File: config.mk
export PLATFORM = sky130hd
export DESIGN_NAME = multi_button_debouncer
export DESIGN_NICKNAME = d
export VERILOG_FILES = /design/src/rtl/multi_button_debouncer_pkg.sv /design/src/rtl/multi_button_debouncer_debounce_channel.sv /design/src/rtl/multi_button_debouncer.sv
export SDC_FILE = /design/constraint.sdc
export NUM_CORES = 1
export LEC_CHECK = 0
export BUFFER_PORTS_ARGS = -buffer_cell sky130_fd_sc_hd__buf_2
export CORE_UTILIZATION = 35
export CTS_BUF_LIST = sky130_fd_sc_hd__clkbuf_4 sky130_fd_sc_hd__clkbuf_8 sky130_fd_sc_hd__clkbuf_16
export CTS_CLUSTER_DIAMETER = 60
export CTS_CLUSTER_SIZE = 30
export DETAILED_ROUTE_END_ITERATION = 8
export PLACE_DENSITY = 0.47
export SYNTH_ARGS = -nofsm -noshare
export SYNTH_HDL_FRONTEND = slang
export SYNTH_SLANG_ARGS = --single-unit
File: constraint.sdc
create_clock -name clock -period 5.38 [get_ports clock]
set_clock_uncertainty 0.05 [all_clocks]
set_input_delay 0.269 -clock clock [delete_from_list [all_inputs] [get_ports clock]]
set_output_delay 0.269 -clock clock [all_outputs]
set_load 0.02 [all_outputs]
File: src/rtl/multi_button_debouncer_pkg.sv
// Shared timing defaults and counter-width helpers for the button debouncer.
package multi_button_debouncer_pkg;

    // Defaults for the 100 MHz board clock: 1 ms sample tick.
    localparam int unsigned DEF_N_BTN        = 5;
    localparam int unsigned DEF_TICK_DIV     = 100000;
    localparam int unsigned DEF_STABLE_TICKS = 10;
    localparam int unsigned DEF_HOLD_TICKS   = 500;
    localparam int unsigned DEF_SYNC_STAGES  = 2;

    // Prescaler counts 0..tick_div-1.
    function automatic int unsigned tick_w(input int unsigned tick_div);
        return $clog2(tick_div);
    endfunction

    // Stability counter must be able to hold stable_ticks.
    function automatic int unsigned stab_w(input int unsigned stable_ticks);
        return $clog2(stable_ticks + 1);
    endfunction

    // Hold counter saturates at hold_ticks.
    function automatic int unsigned hold_w(input int unsigned hold_ticks);
        return $clog2(hold_ticks + 1);
    endfunction

endpackage

File: src/rtl/multi_button_debouncer_debounce_channel.sv
// One button channel: synchroniser, stability counter, level/edge registers
// and long-press hold counter. Advances only on the shared sample tick.
module multi_button_debouncer_debounce_channel
    import multi_button_debouncer_pkg::*;
#(
    parameter int unsigned STABLE_TICKS = DEF_STABLE_TICKS,
    parameter int unsigned HOLD_TICKS   = DEF_HOLD_TICKS,
    parameter int unsigned SYNC_STAGES  = DEF_SYNC_STAGES
) (
    input  logic clock,
    input  logic reset,
    input  logic tick,
    input  logic btn_raw,
    output logic btn_level,
    output logic btn_press,
    output logic btn_release,
    output logic btn_hold
);

    localparam int unsigned STAB_W = stab_w(STABLE_TICKS);
    localparam int unsigned HOLD_W = hold_w(HOLD_TICKS);
    localparam logic [STAB_W-1:0] STAB_MAX = STAB_W'(STABLE_TICKS - 1);
    localparam logic [HOLD_W-1:0] HOLD_MAX = HOLD_W'(HOLD_TICKS);

    logic [SYNC_STAGES-1:0] sync_q;
    logic                   samp;
    logic [STAB_W-1:0]      stab_q, stab_d;
    logic [HOLD_W-1:0]      hold_q, hold_d;
    logic                   level_q, level_d;
    logic                   press_q, press_d;
    logic                   release_q, release_d;

    assign samp = sync_q[SYNC_STAGES-1];

    // Shift the raw input through the synchroniser chain.
    always_ff @(posedge clock) begin
        if (reset) begin
            sync_q <= '0;
        end else begin
            sync_q <= {sync_q[SYNC_STAGES-2:0], btn_raw};
        end
    end

    // Next-state for stability counter, level, edge pulses and hold counter.
    always_comb begin
        stab_d    = stab_q;
        hold_d    = hold_q;
        level_d   = level_q;
        press_d   = 1'b0;
        release_d = 1'b0;
        if (tick) begin
            if (samp == level_q) begin
                // Any matching sample restarts qualification.
                stab_d = '0;
            end else if (stab_q == STAB_MAX) begin
                stab_d    = '0;
                level_d   = ~level_q;
                press_d   = ~level_q;
                release_d = level_q;
            end else begin
                stab_d = stab_q + 1'b1;
            end
            if (level_q && (hold_q != HOLD_MAX)) begin
                hold_d = hold_q + 1'b1;
            end
        end
        // Hold state ends on the same edge the release pulse is raised.
        if (release_d) begin
            hold_d = '0;
        end
    end

    // Channel state registers.
    always_ff @(posedge clock) begin
        if (reset) begin
            stab_q    <= '0;
            hold_q    <= '0;
            level_q   <= 1'b0;
            press_q   <= 1'b0;
            release_q <= 1'b0;
        end else begin
            stab_q    <= stab_d;
            hold_q    <= hold_d;
            level_q   <= level_d;
            press_q   <= press_d;
            release_q <= release_d;
        end
    end

    assign btn_level   = level_q;
    assign btn_press   = press_q;
    assign btn_release = release_q;
    assign btn_hold    = (hold_q == HOLD_MAX);

endmodule

File: src/rtl/multi_button_debouncer.sv
// Multi-button debouncer: one shared sample-tick prescaler driving N_BTN
// independent debounce channels.
module multi_button_debouncer
    import multi_button_debouncer_pkg::*;
#(
    parameter int unsigned N_BTN        = DEF_N_BTN,
    parameter int unsigned TICK_DIV     = DEF_TICK_DIV,
    parameter int unsigned STABLE_TICKS = DEF_STABLE_TICKS,
    parameter int unsigned HOLD_TICKS   = DEF_HOLD_TICKS,
    parameter int unsigned SYNC_STAGES  = DEF_SYNC_STAGES
) (
    input  logic             clock,
    input  logic             reset,
    input  logic [N_BTN-1:0] btn_raw,
    output logic [N_BTN-1:0] btn_level,
    output logic [N_BTN-1:0] btn_press,
    output logic [N_BTN-1:0] btn_release,
    output logic [N_BTN-1:0] btn_hold,
    output logic             sample_tick
);

    localparam int unsigned TICK_W = tick_w(TICK_DIV);
    localparam logic [TICK_W-1:0] TICK_MAX = TICK_W'(TICK_DIV - 1);

    if ((STABLE_TICKS < 1) || (HOLD_TICKS < 1) || (TICK_DIV < 2) || (SYNC_STAGES < 2))
    begin : g_bad_params
        $fatal(1, "multi_button_debouncer: illegal parameter combination");
    end

    logic [TICK_W-1:0] tick_cnt_q;

    // Free-running prescaler, wrapping after TICK_DIV cycles.
    always_ff @(posedge clock) begin
        if (reset) begin
            tick_cnt_q <= '0;
        end else if (tick_cnt_q == TICK_MAX) begin
            tick_cnt_q <= '0;
        end else begin
            tick_cnt_q <= tick_cnt_q + 1'b1;
        end
    end

    assign sample_tick = (tick_cnt_q == TICK_MAX);

    for (genvar i = 0; i < N_BTN; i++) begin : g_chan
        multi_button_debouncer_debounce_channel #(
            .STABLE_TICKS (STABLE_TICKS),
            .HOLD_TICKS   (HOLD_TICKS),
            .SYNC_STAGES  (SYNC_STAGES)
        ) u_chan (
            .clock       (clock),
            .reset       (reset),
            .tick        (sample_tick),
            .btn_raw     (btn_raw[i]),
            .btn_level   (btn_level[i]),
            .btn_press   (btn_press[i]),
            .btn_release (btn_release[i]),
            .btn_hold    (btn_hold[i])
        );
    end

endmodule

==> results of run 1 <==
==> registers in the layout, summed over array words and instances, names as in the netlist <==
signal	cells
g_chan.u_chan.sync_q	10
g_chan.u_chan.btn_press	5
tick_cnt_q	17
g_chan.u_chan.hold_q	45
g_chan.u_chan.btn_level	5
g_chan.u_chan.btn_release	5
g_chan.u_chan.stab_q	20
==> final cells by class <==
class                           instances  area (um^2)  share of cell area
Clock inverter                          4         47.5             0.00846
Inverter                               27          101              0.0180
Multi-Input combinational cell        417         2690               0.478
Tap cell                              184          230              0.0410
Sequential cell                       107         2140               0.381
Clock buffer                           12          267              0.0474
Timing Repair Buffer                   28          143              0.0254
==> cells in the final DEF, fill, tap and decap left out, drive strengths merged, types with 3 or more instances in the layout <==
cell type | Yosys | routed
ha | 21 | 21
or2 | 5 | 5
nand4 | 24 | 24
a311oi | 4 | 4
or4 | 26 | 26
xor2 | 7 | 7
and3b | 5 | 5
nor4 | 4 | 4
nor2 | 32 | 32
nor2b | 10 | 10
nor4b | 3 | 3
o21bai | 4 | 4
a21oi | 72 | 72
nand3b | 6 | 6
dfxtp | 107 | 107
xnor2 | 11 | 11
nand2 | 28 | 28
buf | 32 | 28
o21ai | 44 | 44
and4 | 6 | 6
and3 | 3 | 3
or3 | 32 | 32
clkbuf | 20 | 12
nand3 | 24 | 24
o31ai | 20 | 20
inv | 26 | 26
clkinv | 1 | 3
nor3 | 3 | 3
nand4b | 12 | 12
==> final timing paths <==
check	depth (start not counted)	slack, ns	endpoint
min reg2reg	1	0.39	g_chan[4].u_chan.sync_q[1]
min	2	0.07	g_chan[0].u_chan.sync_q[0]
max	5	2.45	sample_tick
max reg2reg	6	2.52	g_chan[3].u_chan.btn_release
==> cell usage after synthesis, drive strengths merged <==
| cell | number | share of area |
|---|---|---|
| a21bo | 2 | 0.0038 |
| a21oi | 72 | 0.069 |
| a311oi | 4 | 0.0067 |
| a41o | 1 | 0.0019 |
| and3 | 3 | 0.0036 |
| and3b | 5 | 0.0084 |
| and4 | 6 | 0.010 |
| and4bb | 2 | 0.0048 |
| buf | 32 | 0.043 |
| clkbuf | 20 | 0.015 |
| clkinv | 1 | 0.00072 |
| dfxtp | 107 | 0.41 |
| ha | 21 | 0.050 |
| inv | 26 | 0.019 |
| nand2 | 28 | 0.020 |
| nand2b | 1 | 0.0012 |
| nand3 | 24 | 0.023 |
| nand3b | 6 | 0.0086 |
| nand4 | 24 | 0.033 |
| nand4b | 12 | 0.020 |
| nor2 | 32 | 0.023 |
| nor2b | 10 | 0.012 |
| nor3 | 3 | 0.0029 |
| nor3b | 1 | 0.0014 |
| nor4 | 4 | 0.0048 |
| nor4b | 3 | 0.0079 |
| nor4bb | 1 | 0.0019 |
| o2111ai | 1 | 0.0017 |
| o21ai | 44 | 0.042 |
| o21bai | 4 | 0.0086 |
| o31ai | 20 | 0.029 |
| o41ai | 1 | 0.0017 |
| or2 | 5 | 0.0060 |
| or2b | 1 | 0.0014 |
| or3 | 32 | 0.038 |
| or4 | 26 | 0.037 |
| xnor2 | 11 | 0.018 |
| xor2 | 7 | 0.012 |
==> stage by stage <==
| step | setup slack (ns) | hold WS (ns) |
|---|---|---|
| 2_1_floorplan | 3.41 | 0.347 |
| 3_3_place_gp | 2.63 | 0.368 |
| 3_5_place_dp | 2.50 | 0.378 |
| 4_1_cts | 2.35 | 0.0518 |
| 5_1_grt | 2.20 | 0.0517 |
| 6_report | 2.45 | 0.0699 |
==> routing by layer <==
layer	track usage	routed length [um]	vias up
met5	0	0	-
met4	0.0510	126	0
met3	0.0374	229	8
met2	0.225	4820	39
met1	0.199	5790	2037
li1	-	-	2155
==> critical path: stages (launching register included) <==
cell      delay (ns)
dfxtp_1         0.38
ha_1            0.23
and4_1          0.41
nand4_2         0.56
clkinv_1        0.43
buf_2           0.24
==> report_power, final <==
part	switching (mW)	internal (mW)
Clock	0.300	0.398
Combinational	0.0193	0.00988
Sequential	0.00389	0.797
Total	0.323	1.20
==> kinds of logic after synthesis <==
group                    share of synthesized area
AO/OA/AOI/OAI                                0.164
XOR/XNOR                                    0.0301
adder cells (fa/ha/maj)                     0.0502
buffers and inverters                       0.0774
flip-flops                                   0.409
AND/OR/NAND/NOR                              0.269
==> metrics.md, run 1 <==
| Metric | Value |
|---|---|
| Status | `completed` |
| DRC | `0` |
| Final ANT Viol Nets | `0` |
| Pleak | `1.82 nW` |
| Hold_buf cts | `0` |
| RSZ-0062 raised after global routing | `false` |
| Setup TNS | `0 ns` |
| CTS Root Buffer Type | `clkbuf_16` |
| Syn Inst Count | `603` |
| Total grt overflow | `0` |
| Measured slew at the worst slew-check pin | `0.920 ns` |
| Die ar. | `0.0155 mm^2` |
| Final slew viol count | `0` |
| Syn nets | `631` |
| DP Area | `0.00530 mm^2` |
| # fillers | `1453` |
| Htree depth | `3` |
| Final setup fails | `0` |
| Fmax | `0.341 GHz` |
| Largest net degree at the start of global routing | `107` |
| Worst path arrival time | `2.61 ns` |
| Ant diodes | `0` |
| Share of cells above drive strength 1 | `0.101` |
| CTS tree | `yes` |
| WS Path Type | `flop to output pin` |
| Initial antenna violation count | `0` |
| Post-CTS setup buffer count | `0` |
| Netlist Area Pre-Place | `0.00524 mm^2` |
| Fin area | `0.00562 mm^2` |
| Launch point of the worst path | `tick_cnt_q[0]` |
| Synthesis Warnings | `0` |
| Placed cell count | `763` |
| Rel. slew slack | `0.387` |
| First-pass GRT wire length | `18700 um` |
| Core area | `0.0146 mm^2` |
| Chip width | `124 um` |
| Hold_sp | `btn_raw[0]` |
| Fin crit share | `0.545` |
| Hold Crit Class | `primary input to flop` |
| Starting density of the core | `0.359` |
| Via count | `4239` |
| #FFs+latches synth | `107` |
| Required time of the critical path | `5.06 ns` |
| DRT Pass-1 Iters | `4` |
| Syn avg cell area | `8.68 um^2` |
| Worst-skew pair later-pin latency | `0.35 ns` |
| Power Total | `1.53 mW` |
| Final Core Density | `0.385` |
| Drt via density | `5.44` |
| FP Rows | `44` |
| Reg-to-Reg Start | `tick_cnt_q[0]` |
| Post-synthesis sequential area ratio | `0.409` |
| PD cells | `272 mW/mm^2` |
| Layout Area Growth over Synthesis | `7.31%` |
| Clock transition at the registers of the reported paths | `0.07 ns` |
| Post-DR wirelength/cell | `14.1 um` |
| CP startpoint kind | `flop` |
| Final WL | `11000 um` |
| Detailed placement HPWL | `7070 um` |
| Maxcap violations | `0` |
| # IOs | `28` |
| Critical path peak fanout | `21` |
| IO buf count | `27` |
| # clock sinks | `107` |
| Clock buffer depth | `2` |
| Tot GR Track Use | `0.147` |
| Final hold viol count | `0` |
| Vias in the first global route | `3879` |
| Post_cts resized | `0` |
| CP endpoint kind | `output pin` |
| GPL Wtd Cong | `0.763` |
| Distinct cells, synth | `45` |
| Layout Nets | `618` |
| Drt first-iter violations | `219` |
| Min Tclk post-route | `2.93 ns` |
| Post-Layout Cell Count | `779` |
| Chip height | `124 um` |
| Maximum VDD drop | `0.155 mV` |
| Num CTS Buffers | `9` |
Power figures use the tool's default switching activity.
==> run 2: changes to the inputs <==
ABC_AREA = 1   (was default)
PLACE_DENSITY = 0.46   (was 0.47)
clock period = 2.89 ns   (was 5.38 ns; I/O delays follow)
==> run 2 against run 1 <==
Effect of this change: global-route usage is 0.98 points higher; hold slack better by 0.13 ns; synthesized cell count is 23% higher; core utilization is 1.2 points higher; critical path depth is 2 higher; sequential power is 86% higher; sequential share of layout area is 2.7 points lower; clock power is 85% higher; final cell count is 22% higher; sequential cell count stayed put; power is 85% higher; combinational power is 91% higher; critical endpoint unchanged.
==> metrics.md, run 2 <==
| Metric | Value |
|---|---|
| Fmax | `0.459 GHz` |
| Die ar. | `0.0161 mm^2 (was 0.0155 mm^2)` |
| Clock share of power | `0.454 (was 0.457)` |
| Measured slew at the worst slew-check pin | `0.571 ns (was 0.920 ns)` |
| Chip height | `127 um (was 124 um)` |
| Worst Path Buf+Inv | `2 (unchanged)` |
| # IOs | `28 (unchanged)` |
| Syn nets | `771 (was 631)` |
| Comb power frac | `0.020 (was 0.019)` |
| Rel. slew slack | `0.620 (was 0.387)` |
| CTS tree | `yes (unchanged)` |
| Post-CTS setup buffer count | `0 (unchanged)` |
| Worst path arrival time | `1.98 ns (was 2.61 ns)` |
| Clock transition at the registers of the reported paths | `0.07 ns (about the same)` |
| Max incr delay on CP | `0.36 ns (was 0.56 ns)` |
| # clock sinks | `107 (unchanged)` |
| Post_cts resized | `0 (unchanged)` |
| Final slew viol count | `0 (unchanged)` |
| #FFs+latches synth | `107 (unchanged)` |
| Final WL | `11900 um (was 11000 um)` |
| GR peak layer | `met2 (unchanged)` |
| Syn Inst Count | `743 (was 603)` |
| FP Rows | `45 (was 44)` |
| Post-DR wirelength/cell | `12.5 um (was 14.1 um)` |
| Maxcap violations | `0 (unchanged)` |
| Final Core Density | `0.397 (was 0.385)` |
| Pleak | `2.26 nW (was 1.82 nW)` |
| First-pass GRT wire length | `20300 um (was 18700 um)` |
| RSZ-0062 raised after global routing | `false (unchanged)` |
| Worst-path cell chain | `ha_1, nand2_1, nor2_4, nand3_1, nor2_4, buf_4, buf_2 (was ha_1, and4_1, nand4_2, clkinv_1, buf_2)` |
| IO buf count | `27 (unchanged)` |
| Yosys top cell area share | `0.392 (was 0.409)` |
| Min Tclk post-route | `2.18 ns` |
| GPL Wtd Cong | `0.798 (was 0.763)` |
| Fin area | `0.00604 mm^2 (was 0.00562 mm^2)` |
| WS Path Type | `flop to output pin (unchanged)` |
| Vias in the first global route | `4326 (was 3879)` |
| Drt via density | `4.81 (was 5.44)` |
| Starting density of the core | `0.359 (about the same)` |
| Met3 usage | `0.0245 (was 0.0374)` |
| Post-synth EDFFs | `0 (unchanged)` |
| Setup TNS | `0 ns (unchanged)` |
| Sequential Power Share | `0.526 (was 0.524)` |
| CP startpoint kind | `flop (unchanged)` |
| Asr flop ratio synth | `0 (unchanged)` |
| Netlist Area Pre-Place | `0.00546 mm^2 (was 0.00524 mm^2)` |
| Critical path peak fanout | `10 (was 21)` |
| DRT Pass-1 Iters | `4 (unchanged)` |
| Area leader, netlist | `dfxtp_1 (unchanged)` |
| Hold Crit Class | `primary input to flop (unchanged)` |
| Synth area leaders | `dfxtp_1 39%, nand2_1 12%, nand3_1 5.8%, a21oi_1 5.2%, inv_1 5.1% (was dfxtp_1 41%, a21oi_1 6.9%, ha_1 5.0%, o21ai_0 4.2%, or3_1 3.8%)` |
| Biggest regs | `g_chan.u_chan.hold_q x45, g_chan.u_chan.stab_q x20, tick_cnt_q x17 (unchanged)` |
| GR Util met2 | `0.264 (was 0.225)` |
| Post-synthesis sequential area ratio | `0.392 (was 0.409)` |
| Worst path slowest cell | `dfxtp_1 (was nand4_2)` |
| Clock buffer depth | `2 (unchanged)` |
| Commonest non-fill, non-tap cell in the layout | `nand2_1 (was dfxtp_1)` |
| Drt first-iter violations | `209 (was 219)` |
| Required time of the critical path | `2.70 ns (was 5.06 ns)` |
| Tot GR Track Use | `0.157 (was 0.147)` |
| Share of cells above drive strength 1 | `0.103 (was 0.101)` |
| Synthesis Warnings | `0 (unchanged)` |
| CP endpoint kind | `output pin (unchanged)` |
| PD cells | `468 mW/mm^2 (was 272 mW/mm^2)` |
| Final ANT Viol Nets | `0 (unchanged)` |
| Initial antenna violation count | `0 (unchanged)` |
| Switch Pwr | `0.606 mW (was 0.323 mW)` |
| Num CTS Buffers | `9 (unchanged)` |
| Core area | `0.0152 mm^2 (was 0.0146 mm^2)` |
| Post-Layout Cell Count | `954 (was 779)` |
| Layout Area Growth over Synthesis | `10.6% (was 7.31%)` |
| Final hold viol count | `0 (unchanged)` |
| DP Area | `0.00568 mm^2 (was 0.00530 mm^2)` |
| Final setup fails | `0 (unchanged)` |
| Ant diodes | `0 (unchanged)` |
| Hold_ws | `0.197 ns (was 0.0699 ns)` |
| Distinct cells, synth | `26 (was 45)` |
| Status | `completed (unchanged)` |
| Layout Nets | `789 (was 618)` |
| Total grt overflow | `0 (unchanged)` |
| Chip width | `127 um (was 124 um)` |
| Ys flop type | `dfxtp_1 (unchanged)` |
| Internal | `2.22 mW (was 1.20 mW)` |
| Placed cell count | `933 (was 763)` |
| Crit-path most repeated cell | `nor2_4` |
| CTS Root Buffer Type | `clkbuf_16 (unchanged)` |
| Largest net degree at the start of global routing | `25 (was 107)` |
| Fin crit share | `0.753` |
| Maximum VDD drop | `0.230 mV (was 0.155 mV)` |
| Max reg flops | `45 (unchanged)` |
| CP top delay family | `simple AND/OR/NAND/NOR gates (unchanged)` |
| Syn avg cell area | `7.35 um^2 (was 8.68 um^2)` |
| # fillers | `1577 (was 1453)` |
| Detailed placement HPWL | `8280 um (was 7070 um)` |
| Reg with most FFs | `g_chan.u_chan.hold_q (unchanged)` |
| Via count | `4590 (was 4239)` |
| Switching Share | `0.214 (was 0.212)` |
| Count leader, synth | `nand2_1 (was dfxtp_1)` |
| Htree depth | `3 (unchanged)` |
| Most frequent cells in the layout | `170 x nand2_1, 107 x dfxtp_1, 74 x inv_1 (was 107 x dfxtp_1, 72 x a21oi_1, 44 x o21ai_0)` |
| DRC | `0 (unchanged)` |
| Met1 GRT Util | `0.199 (about the same)` |
| Worst-skew pair later-pin latency | `0.35 ns (about the same)` |
| Synth cell count leaders | `170 x nand2_1, 107 x dfxtp_1, 74 x inv_1 (was 107 x dfxtp_1, 72 x a21oi_1, 44 x o21ai_0)` |
[run 2: cell count changes after synthesis, moves of 16 or more]
cell / before / now
o31ai_1: 20 / 0
nor2_1: 32 / 66
or3_1: 32 / 0
or4_1: 26 / 0
nand3_1: 24 / 63
nand2_1: 28 / 170
xor2_1: 7 / 30
inv_1: 26 / 74
o21ai_0: 44 / 21
clkbuf_1: 18 / 2
nor3_1: 3 / 21
[run 2: cell families (layout without fill, tap and decap cells)]
kind of cell | after synthesis | after routing | synth area share
buf+inv | 112 | 135 | 0.0948
compound gates | 83 | 83 | 0.0795
fa+ha+maj | 21 | 21 | 0.0481
flops | 107 | 107 | 0.392
xor+xnor | 41 | 41 | 0.0657
simple gates | 379 | 379 | 0.320
[run 2: power groups by stage]
stage	sequential, mW	combinational [mW]	clock (mW)
after floorplan	1.52	0.0340	0
after global placement	1.52	0.0515	0
after detailed placement	1.52	0.0524	0
after CTS	1.49	0.0575	1.34
after global routing	1.49	0.0637	1.39
final	1.49	0.0557	1.29
[run 2: layer usage]
metal,wire (um),up-vias
met3,365,13
met5,0,-
met1,5880,2080
met2,5460,58
met4,199,0
li1,-,2439
[run 2: worst paths after layout]
path                                    from                    endpoint  slack (ns)  cells past startpoint
setup / recovery               tick_cnt_q[0]                 sample_tick        0.71                      7
hold / removal                         reset  g_chan[3].u_chan.sync_q[0]        0.20                      2
setup reg to reg               tick_cnt_q[0]  g_chan[3].u_chan.hold_q[5]        0.87                     11
hold reg to reg   g_chan[4].u_chan.sync_q[0]  g_chan[4].u_chan.sync_q[1]        0.36                      2
[run 2: through the flow]
step | power (mW) | setup slack [ns]
final | 2.83 | 0.713
after global routing | 2.94 | 0.518
after CTS | 2.88 | 0.663
after detailed placement | 1.58 | 0.871
after global placement | 1.57 | 0.957
after floorplan | 1.56 | 1.31
[run 2: area by class of cell]
cell class / count / area, um^2 / area share
Clock buffer: 11 / 253 / 0.0418
Clock inverter: 5 / 60.1 / 0.00994
Inverter: 79 / 297 / 0.0491
Multi-Input combinational cell: 524 / 2810 / 0.465
Sequential cell: 107 / 2140 / 0.355
Tap cell: 188 / 235 / 0.0389
Timing Repair Buffer: 40 / 245 / 0.0406
[run 2: what timing repair did]
action	CTS	global route
setup endpoints to repair	0	0
hold buffers	5	0
endpoints found under the hold margin	5	0
